$ cat src/rtl/cpu_defs.sv
// cpu_defs: shared definitions for the fetch stage and its decoder.
// Holds the FSM state encoding, default widths and ROM word field offsets.
package cpu_defs;

    // Two-phase instruction sequencing
    typedef enum logic {
        FETCH   = 1'b0,
        EXECUTE = 1'b1
    } fetch_state_t;

    localparam int PC_WIDTH_D    = 8;
    localparam int INSTR_WIDTH_D = 5;
    localparam int IMM_WIDTH_D   = 8;

    // ROM word layout: {opcode, immediate}; immediate sits at bit 0
    localparam int ROM_IMM_LSB = 0;

    // Opcode field starts right above the immediate
    function automatic int rom_opc_lsb(input int imm_w);
        return ROM_IMM_LSB + imm_w;
    endfunction

endpackage

$ cat src/rtl/fetch_unit_if.sv
// fetch_unit_if: ROM bus plus decoder control bundle around the fetch stage.
// STALL exists only when FETCH_STALL_EN is defined.
interface fetch_unit_if #(
    parameter int PC_WIDTH    = cpu_defs::PC_WIDTH_D,
    parameter int INSTR_WIDTH = cpu_defs::INSTR_WIDTH_D,
    parameter int IMM_WIDTH   = cpu_defs::IMM_WIDTH_D
);
    logic [PC_WIDTH-1:0]              ROM_ADDR;
    logic [INSTR_WIDTH+IMM_WIDTH-1:0] ROM_DATA;
    logic [INSTR_WIDTH-1:0]           INSTRUCTION;
    logic [IMM_WIDTH-1:0]             IMM;
    logic                             EXEC_EN;
    logic                             CE_PC;
    logic                             PC_SEL;
    logic                             CE_STACK;
    logic                             nRW_STACK;
    logic                             STACK_SEL;
    logic                             RESET_INSTR;
    logic                             STACK_ERR;
`ifdef FETCH_STALL_EN
    logic                             STALL;
`endif

    // Fetch-unit side
    modport master (
`ifdef FETCH_STALL_EN
        input  STALL,
`endif
        output ROM_ADDR, INSTRUCTION, IMM, EXEC_EN, STACK_ERR,
        input  ROM_DATA, CE_PC, PC_SEL, CE_STACK, nRW_STACK, STACK_SEL, RESET_INSTR
    );

    // ROM / decoder side
    modport slave (
`ifdef FETCH_STALL_EN
        output STALL,
`endif
        input  ROM_ADDR, INSTRUCTION, IMM, EXEC_EN, STACK_ERR,
        output ROM_DATA, CE_PC, PC_SEL, CE_STACK, nRW_STACK, STACK_SEL, RESET_INSTR
    );

endinterface

$ cat src/rtl/fetch_unit_return_stack.sv
// return_stack: LIFO of return addresses. Pointer is reset asynchronously;
// entry storage is not reset (contents are don't-care after reset).
// Overflowing pushes and underflowing pops are ignored; the caller flags them.
module return_stack #(
    parameter int DEPTH = 8,
    parameter int W     = 8
) (
    input  logic         clk,
    input  logic         rst,
    input  logic         clear,
    input  logic         push,
    input  logic         pop,
    input  logic [W-1:0] data_in,
    output logic [W-1:0] top,
    output logic         full,
    output logic         empty
);
    localparam int SPW = $clog2(DEPTH) + 1;
    localparam int IDW = SPW - 1;

    logic [SPW-1:0] sp;
    logic [W-1:0]   mem [DEPTH];
    logic [IDW-1:0] top_idx;

    assign full    = (sp == SPW'(DEPTH));
    assign empty   = (sp == '0);
    // When full the low bits wrap to 0, so minus one lands on the last entry
    assign top_idx = sp[IDW-1:0] - IDW'(1);
    assign top     = mem[top_idx];

    // Stack pointer: clear wins, then push, then pop
    always_ff @(posedge clk or posedge rst) begin
        if (rst)
            sp <= '0;
        else if (clear)
            sp <= '0;
        else if (push && !full)
            sp <= sp + SPW'(1);
        else if (pop && !empty)
            sp <= sp - SPW'(1);
    end

    // Entry write on an accepted push
    always_ff @(posedge clk) begin
        if (push && !full && !clear)
            mem[sp[IDW-1:0]] <= data_in;
    end

endmodule

$ cat src/rtl/fetch_unit.sv
// fetch_unit: PC / IR holder, two-cycle FETCH/EXECUTE sequencer and
// PC-control (JMP, CALL, RET, software reset) with a return-address stack.
// Optional macro FETCH_STALL_EN adds a STALL input that freezes FETCH.
module fetch_unit
    import cpu_defs::*;
#(
    parameter int PC_WIDTH    = PC_WIDTH_D,
    parameter int INSTR_WIDTH = INSTR_WIDTH_D,
    parameter int IMM_WIDTH   = IMM_WIDTH_D,
    parameter int STACK_DEPTH = 8
) (
    input  logic          CLK,
    input  logic          RST,
    fetch_unit_if.master  bus
);
    localparam int OPC_LSB = rom_opc_lsb(IMM_WIDTH);

    fetch_state_t          state, state_nxt;
    logic [PC_WIDTH-1:0]   pc, pc_nxt, pc_inc;
    logic [INSTR_WIDTH-1:0] ir_op;
    logic [IMM_WIDTH-1:0]  ir_imm;
    logic                  stack_err;
    logic                  stall;
    logic                  exec;
    logic                  st_push, st_pop, st_clr, err_set;
    logic                  st_full, st_empty;
    logic [PC_WIDTH-1:0]   st_top;

`ifdef FETCH_STALL_EN
    assign stall = bus.STALL;
`else
    assign stall = 1'b0;
`endif

    assign exec   = (state == EXECUTE);
    assign pc_inc = pc + PC_WIDTH'(1);

    assign bus.ROM_ADDR    = pc;
    assign bus.INSTRUCTION = ir_op;
    assign bus.IMM         = ir_imm;
    assign bus.EXEC_EN     = exec;
    assign bus.STACK_ERR   = stack_err;

    // State register
    always_ff @(posedge CLK or posedge RST) begin
        if (RST)
            state <= FETCH;
        else
            state <= state_nxt;
    end

    // Next state: FETCH waits out stalls, EXECUTE always lasts one cycle
    always_comb begin
        state_nxt = state;
        case (state)
            FETCH:   if (!stall) state_nxt = EXECUTE;
            EXECUTE: state_nxt = FETCH;
            default: state_nxt = FETCH;
        endcase
    end

    // PC-control priority decode; stack side effects only take hold in EXECUTE
    always_comb begin
        pc_nxt  = pc_inc;
        st_push = 1'b0;
        st_pop  = 1'b0;
        st_clr  = 1'b0;
        err_set = 1'b0;
        if (!bus.RESET_INSTR) begin
            pc_nxt = '0;
            st_clr = 1'b1;
        end else if (bus.CE_PC && bus.PC_SEL) begin
            if (!st_empty) begin
                st_pop = 1'b1;
                pc_nxt = st_top;
            end else begin
                err_set = 1'b1;
            end
        end else if (bus.CE_PC && bus.CE_STACK && bus.nRW_STACK && bus.STACK_SEL) begin
            pc_nxt = ir_imm[PC_WIDTH-1:0];
            if (!st_full) st_push = 1'b1;
            else          err_set = 1'b1;
        end else if (bus.CE_PC) begin
            pc_nxt = ir_imm[PC_WIDTH-1:0];
        end
    end

    // PC advances once per instruction, at the end of EXECUTE
    always_ff @(posedge CLK or posedge RST) begin
        if (RST)
            pc <= '0;
        else if (exec)
            pc <= pc_nxt;
    end

    // IR loads at the end of an unstalled FETCH and holds otherwise
    always_ff @(posedge CLK or posedge RST) begin
        if (RST) begin
            ir_op  <= '0;
            ir_imm <= '0;
        end else if (!exec && !stall) begin
            ir_op  <= bus.ROM_DATA[OPC_LSB +: INSTR_WIDTH];
            ir_imm <= bus.ROM_DATA[ROM_IMM_LSB +: IMM_WIDTH];
        end
    end

    // Sticky stack error, cleared only by reset or the software reset opcode
    always_ff @(posedge CLK or posedge RST) begin
        if (RST)
            stack_err <= 1'b0;
        else if (exec && st_clr)
            stack_err <= 1'b0;
        else if (exec && err_set)
            stack_err <= 1'b1;
    end

    return_stack #(
        .DEPTH (STACK_DEPTH),
        .W     (PC_WIDTH)
    ) u_stack (
        .clk     (CLK),
        .rst     (RST),
        .clear   (exec && st_clr),
        .push    (exec && st_push),
        .pop     (exec && st_pop),
        .data_in (pc_inc),
        .top     (st_top),
        .full    (st_full),
        .empty   (st_empty)
    );

endmodule

$ cat src/flat_wrapper.sv
// flat-port wrapper written by rule: the top's interface ports become plain ports
module fetch_unit_flat import cpu_defs::*;
#(
    parameter int PC_WIDTH    = PC_WIDTH_D,
    parameter int INSTR_WIDTH = INSTR_WIDTH_D,
    parameter int IMM_WIDTH   = IMM_WIDTH_D,
    parameter int STACK_DEPTH = 8
)
  (CLK, RST, bus_ROM_ADDR, bus_INSTRUCTION, bus_IMM, bus_EXEC_EN, bus_STACK_ERR, bus_ROM_DATA, bus_CE_PC, bus_PC_SEL, bus_CE_STACK, bus_nRW_STACK, bus_STACK_SEL, bus_RESET_INSTR);
  fetch_unit_if #(.PC_WIDTH(PC_WIDTH), .INSTR_WIDTH(INSTR_WIDTH), .IMM_WIDTH(IMM_WIDTH)) bus_i ();
  input  logic CLK;
  input  logic RST;
  output wire logic [$bits(bus_i.ROM_ADDR)-1:0] bus_ROM_ADDR;
  output wire logic [$bits(bus_i.INSTRUCTION)-1:0] bus_INSTRUCTION;
  output wire logic [$bits(bus_i.IMM)-1:0] bus_IMM;
  output wire logic [$bits(bus_i.EXEC_EN)-1:0] bus_EXEC_EN;
  output wire logic [$bits(bus_i.STACK_ERR)-1:0] bus_STACK_ERR;
  input wire logic [$bits(bus_i.ROM_DATA)-1:0] bus_ROM_DATA;
  input wire logic [$bits(bus_i.CE_PC)-1:0] bus_CE_PC;
  input wire logic [$bits(bus_i.PC_SEL)-1:0] bus_PC_SEL;
  input wire logic [$bits(bus_i.CE_STACK)-1:0] bus_CE_STACK;
  input wire logic [$bits(bus_i.nRW_STACK)-1:0] bus_nRW_STACK;
  input wire logic [$bits(bus_i.STACK_SEL)-1:0] bus_STACK_SEL;
  input wire logic [$bits(bus_i.RESET_INSTR)-1:0] bus_RESET_INSTR;
  assign bus_ROM_ADDR = bus_i.ROM_ADDR;
  assign bus_INSTRUCTION = bus_i.INSTRUCTION;
  assign bus_IMM = bus_i.IMM;
  assign bus_EXEC_EN = bus_i.EXEC_EN;
  assign bus_STACK_ERR = bus_i.STACK_ERR;
  assign bus_i.ROM_DATA = bus_ROM_DATA;
  assign bus_i.CE_PC = bus_CE_PC;
  assign bus_i.PC_SEL = bus_PC_SEL;
  assign bus_i.CE_STACK = bus_CE_STACK;
  assign bus_i.nRW_STACK = bus_nRW_STACK;
  assign bus_i.STACK_SEL = bus_STACK_SEL;
  assign bus_i.RESET_INSTR = bus_RESET_INSTR;
  fetch_unit #(.PC_WIDTH(PC_WIDTH), .INSTR_WIDTH(INSTR_WIDTH), .IMM_WIDTH(IMM_WIDTH), .STACK_DEPTH(STACK_DEPTH)) u_core (.CLK(CLK), .RST(RST), .bus(bus_i));
endmodule
$ cat config.mk
export PLATFORM = sky130hd
export DESIGN_NAME = fetch_unit_flat
export DESIGN_NICKNAME = d
export VERILOG_FILES = /design/src/rtl/cpu_defs.sv /design/src/rtl/fetch_unit_if.sv /design/src/rtl/fetch_unit_return_stack.sv /design/src/rtl/fetch_unit.sv /design/src/flat_wrapper.sv
export SDC_FILE = /design/constraint.sdc
export NUM_CORES = 1
export LEC_CHECK = 0
export CAP_MARGIN = 5
export CORE_MARGIN = 2
export CORE_UTILIZATION = 63
export CTS_BUF_LIST = sky130_fd_sc_hd__clkbuf_4
export DETAILED_ROUTE_END_ITERATION = 8
export PLACE_DENSITY = 0.92
export SYNTH_ARGS = -nofsm -noshare
export SYNTH_HDL_FRONTEND = slang
export SYNTH_HIERARCHICAL = 1
export SYNTH_SLANG_ARGS = --single-unit
$ cat constraint.sdc
create_clock -name CLK -period 5.4 [get_ports CLK]
set_input_delay 1.08 -clock CLK [delete_from_list [all_inputs] [get_ports CLK]]
set_output_delay 1.08 -clock CLK [all_outputs]
set_load 0.05 [all_outputs]
* Yosys cells after proc, flatten, opt, wreduce, memory -nomap -nowiden
Memory sizes are Yosys's and may differ from the RTL's. Index checks and enable logic that the tools add are counted.
Word-level totals: bits in registers 27, bits in latches 0, memory bits (writable) 64, bits in read-only memories 0, input bits 21, word-level logic and storage cells 56, memories kept 1
Cells by class: add/subtract/negate cells 4, multiply operators 0, div/mod/pow operators 0, $lt $le $gt $ge 0, eq/ne operators 1, shift operators 0, multiplexer cells 26, bitwise logic cells 1, reduce and logical (&&, ||, !) cells 17
Memories:
- u_core.u_stack.mem | depth 8, bits a word 8, read ports 1, clocked after memory_dff 0, write ports 1, RTL line fetch_unit_return_stack.sv:22 | logic [W-1:0] mem [DEPTH];
Operators by type and width (count):
- 8-bit 2-to-1 mux | 5
- 1-bit 2-to-1 mux | 17
- 4-bit 2-to-1 mux | 3
- 1-bit logical AND | 11
- 8-bit by 1-bit adder with 8-bit output (second input constant) | 1
- 4-bit by 1-bit adder with 4-bit output (second input constant) | 1
- 4-bit equality test (second input constant) | 1
- 4-bit zero test | 1
- 4-bit by 1-bit subtractor with 4-bit output (second input constant) | 1
- 1-bit zero test | 3
- 3-bit nonzero test | 1
- 3-bit by 1-bit subtractor with 3-bit output (second input constant) | 1
- 1-bit one-hot mux with 2 select lines | 1
- 2-bit nonzero test | 1
- 1-bit NOT | 1

* Logic depth before layout (Yosys ltp)
depth in word-level cells 11, depth in mapped cells 12

* By module
Netlist, hierarchy kept.
By module, submodules not included:
- return_stack | times used 1, cells an instance 142, area an instance 2820.2 sq um, seq. area each 2021.9 sq um
- fetch_unit | times used 1, cells an instance 116, area an instance 1237.4 sq um, seq. area each 575.6 sq um

* Least setup slack after synthesis
OpenSTA, ideal clock, no wires.
path type input port to flip-flop, from input bus_CE_PC, to memory u_core.u_stack.mem[1][0], enable pin, arrival 3.177 ns, required time 5.017 ns, path slack 1.840 ns, stages 6, cell sequence buf_2 -> nand4_1 -> nor4_1 -> o21ai_1 -> or3_1 -> nor3_1
On the way: longest elaborated chain between the ends 11, elaborated cells between the ends (all ways) 12
RTL lines:
- start: declaration | RTL line flat_wrapper.sv:19 | input wire logic [$bits(bus_i.CE_PC)-1:0] bus_CE_PC;
- 1-bit logical AND (3 in series) | RTL line fetch_unit.sv:79 | end else if (bus.CE_PC && bus.CE_STACK && bus.nRW_STACK && bus.STACK_SEL) begin
- 1-bit 2-to-1 mux | RTL line fetch_unit.sv:79
- 1-bit 2-to-1 mux (*) | RTL line fetch_unit.sv:72 | end else if (bus.CE_PC && bus.PC_SEL) begin
- 1-bit 2-to-1 mux (*) | RTL line fetch_unit.sv:69 | if (!bus.RESET_INSTR) begin
- 1-bit logical AND (*) | RTL line fetch_unit.sv:124 | .push (exec && st_push),
- 1-bit logical AND (*) (2 in series) | RTL line fetch_unit_return_stack.sv:45 | if (push && !full && !clear)
- 1-bit 2-to-1 mux (*) | RTL line fetch_unit_return_stack.sv:45
- 1-bit 2-to-1 mux (not written as such) (*) | RTL line fetch_unit_return_stack.sv:46 | mem[sp[IDW-1:0]] <= data_in;
- end: declaration | RTL line fetch_unit_return_stack.sv:22
Mark *: on every way between the ends. The rest lies on a longest branch, timed or not.

* Worst setup path in the final report
from input bus_CE_PC, to memory u_core.u_stack.mem[0][5], enable pin
Same word-level chain as after synthesis.

==> results.sh <==
export IMPL_first_global_vias=2471
export IMPL_place_gp_congestion=0.918
export IMPL_path_class="input pin to flip-flop"
export IMPL_num_antenna_cells=0
export IMPL_min_period_ns=4.46
export IMPL_cap_violations=0
export IMPL_power_mw=1.55
export IMPL_firstDrtPassIters=5
export IMPL_pin_count=44
export IMPL_syn_to_final_growth_pct=15.3
export IMPL_holdWs_ns=0.526
export IMPL_final_area_mm2=0.00468
export IMPL_antenna_left=0
export IMPL_critPathCaptureType="flip-flop"
export IMPL_critPathMaxFanout=12
export IMPL_skew_ns=0.0152
export IMPL_slew_limit_headroom_pct=16.7
export IMPL_syn_nets=284
export IMPL_synth_cells=258
export IMPL_root_buffer="clkbuf_4"
export IMPL_cts_buffer_depth=2
export IMPL_grt_max_degree=27
export IMPL_cts_resized=0
export IMPL_clk_latency_ns=0.43
export IMPL_port_buffers=43
export IMPL_seq_power_share_pct=51.9
export IMPL_internal_power_mw=1.11
export IMPL_cp_required_ns=5.46
export IMPL_die_area_mm2=0.00710
export IMPL_switching_share_pct=27.9
export IMPL_finalSetupViolCount=0
export IMPL_timing_fmax_ghz=0.224
export IMPL_synth_yosys_seq_area_share_pct=64.0
export IMPL_coreArea_mm2=0.00628
export IMPL_syn_area_per_cell_um2=15.7
export IMPL_worst_slew_pin_slew_ns=1.24
export IMPL_antenna_found_initial=0
export IMPL_initial_core_util_pct=64.6
export IMPL_rows=29
export IMPL_pwr_density_cell_mw_per_mm2=330
export IMPL_ys_seq_elements=91
export IMPL_hpwlAfterDp_um=5930
export IMPL_post_cts_buffers=0
export IMPL_cts_hold_buf=0
export IMPL_wl_per_cell_um=22.5
export IMPL_hp_class="flip-flop to flip-flop"
export IMPL_cts_tree="built"
export IMPL_slew_viol_final=0
export IMPL_drc=0
export IMPL_irDropWorstVdd_mv=0.212
export IMPL_grt_pass1_wl_um=13500
export IMPL_yosysWarnings=6
export IMPL_vias=2518
export IMPL_dr_first_iter_drc_count=348
export IMPL_clkPwrFrac_pct=26.3
export IMPL_p_comb_share_pct=21.8
export IMPL_postRouteWirelength_um=8650
export IMPL_die_width_um=84.3
export IMPL_critPathArrivalTime_ns=4.51
export IMPL_syn_area_mm2=0.00406
export IMPL_final_nets=328
export IMPL_grt_overflow_total=0
export IMPL_p_switching_mw=0.431
export IMPL_clk_pin_slew_ns=0.13
export IMPL_outcome="complete, no violations"
export IMPL_p_leak_nw=1.67
export IMPL_place_area_mm2=0.00452
export IMPL_rsz0062_at_grt="false"
export IMPL_h_tree_depth=3
export IMPL_cts_buffers=9
export IMPL_drive_gt1_share_pct=20.5
export IMPL_cts_sinks=91
export IMPL_grt_use_total_pct=25.9
export IMPL_fin_crit_sh_pct=82.5
export IMPL_die_h_um=84.3
export IMPL_hold_viol=0
export IMPL_setup_tns_ns=0
export IMPL_synth_cell_type_count=47
export IMPL_cp_start_kind="input pin"
export IMPL_vias_per_cell=6.56
## layout make-up
class | count | area [um^2]
flip-flops and latches | 91 | 2600
well taps | 77 | 96.3
clock buffers | 10 | 75.1
repair buffers | 44 | 438
clock inverters | 6 | 80.1
inverters | 12 | 45.0
fillers | 356 | 1600
multi-input cells | 144 | 1350
## cells in the mapped netlist, drive strengths merged
master | count | area (um^2)
ha | 4 | 50.1
o221ai | 1 | 8.76
or2 | 1 | 6.26
o31ai | 1 | 7.51
and3 | 4 | 25.0
mux2 | 24 | 270
a21o | 3 | 22.5
nor2 | 15 | 56.3
a211oi | 2 | 15.0
a311o | 1 | 10.0
o21ai | 8 | 43.8
a21bo | 2 | 20.0
nand2b | 5 | 33.8
fa | 1 | 20.0
buf | 11 | 67.6
mux4 | 16 | 360
nor4 | 1 | 6.26
o2bb2ai | 2 | 17.5
edfxtp | 64 | 1920
o22a | 2 | 17.5
a31o | 1 | 8.76
nor3 | 7 | 35.0
nand2 | 7 | 31.3
a22o | 1 | 8.76
o22ai | 4 | 25.0
nand4 | 1 | 6.26
o32ai | 3 | 33.8
a2111oi | 2 | 30.0
or3 | 3 | 18.8
nand3 | 6 | 30.0
nor2b | 1 | 6.26
a221oi | 1 | 8.76
dfrtp | 27 | 676
and2 | 1 | 6.26
a21boi | 2 | 18.8
xnor2 | 4 | 35.0
inv | 12 | 45.0
xor2 | 3 | 33.8
a21oi | 4 | 20.0
## flip-flops by register name, summed over array words and instances (netlist names)
signal / count
u_core/u_stack/mem: 64
u_core/bus.IMM: 8
u_core/bus.ROM_ADDR: 8
u_core/bus.INSTRUCTION: 5
u_core/u_stack/sp: 4
u_core/bus.EXEC_EN: 1
u_core/bus.STACK_ERR: 1
## stage by stage
step	setup slack, ns	utilization, %	instances
4_1_cts	1.03	74.5	384
6_report	0.943	74.5	384
3_3_place_gp	0.869	72.1	368
2_1_floorplan	1.84	-	258
3_5_place_dp	0.577	72.1	368
5_1_grt	0.670	74.5	384
## kinds of logic after synthesis
kind of cell    Yosys count  synth area share, %
compound gates           40                 7.80
simple gates             52                 6.44
mux                      40                 15.5
xor+xnor                  7                 1.70
fa+ha+maj                 5                 1.73
flops                    91                 64.0
buf+inv                  23                 2.78
## path summary, 6_finish.rpt
check                                     startpoint  slack (ns)  cells after the start                         to
min                        u_core/bus.INSTRUCTION[0]        0.53                      1  u_core/bus.INSTRUCTION[0]
max                                        bus_CE_PC        0.94                      6   u_core/u_stack/mem[0][5]
min reg2reg                u_core/bus.INSTRUCTION[0]        0.53                      1  u_core/bus.INSTRUCTION[0]
max reg2reg                       u_core/bus.EXEC_EN        1.00                      5   u_core/u_stack/mem[0][5]
max in group asynchronous                        RST        3.69                      2     u_core/bus.ROM_ADDR[3]
min in group asynchronous                        RST        0.85                      2       u_core/u_stack/sp[0]
## power groups by stage
stage / sequential, mW / combinational, mW / clock (mW)
floorplan: 0.855 / 0.195 / 0
global placement: 0.815 / 0.326 / 0
detailed placement: 0.816 / 0.333 / 0
CTS: 0.801 / 0.336 / 0.411
global route: 0.804 / 0.358 / 0.439
finish: 0.802 / 0.337 / 0.406
## worst max-delay path, stage by stage
cell and delay, ns:
clkdlybuf4s50_1 0.73, nand4_1 0.20, nor4_1 0.75, o21ai_1 0.33, or3_1 0.46, nor3_1 0.96
## cell usage in the layout, fill, tap and decap left out, types with 2 or more instances in the layout
cell type	instances
xor2_1	2
clkdlybuf4s50_1	43
bufinv_16	2
a21o_1	3
nor2_1	15
mux4_2	16
or3_1	3
edfxtp_1	64
dfrtp_1	27
o22ai_1	4
a21bo_1	2
a211oi_1	2
clkbuf_4	10
a2111oi_2	2
nand2_1	5
ha_1	4
inv_1	12
nor3_1	7
o2bb2ai_1	2
clkinv_1	3
o21ai_1	3
o21ai_0	4
a21oi_1	4
nand2_2	2
mux2_2	24
o32ai_1	2
xnor2_1	4
nand2b_1	4
nand3_1	6
and3_1	4
o22a_1	2
## routing by layer
layer,wire [um],up-vias,global-route usage [%]
li1,-,1092,-
met1,3460,1274,35.6
met2,4530,133,42.6
met3,483,19,5.21
met4,178,0,7.77
met5,0,-,0
(Power assumes the default switching activity.)
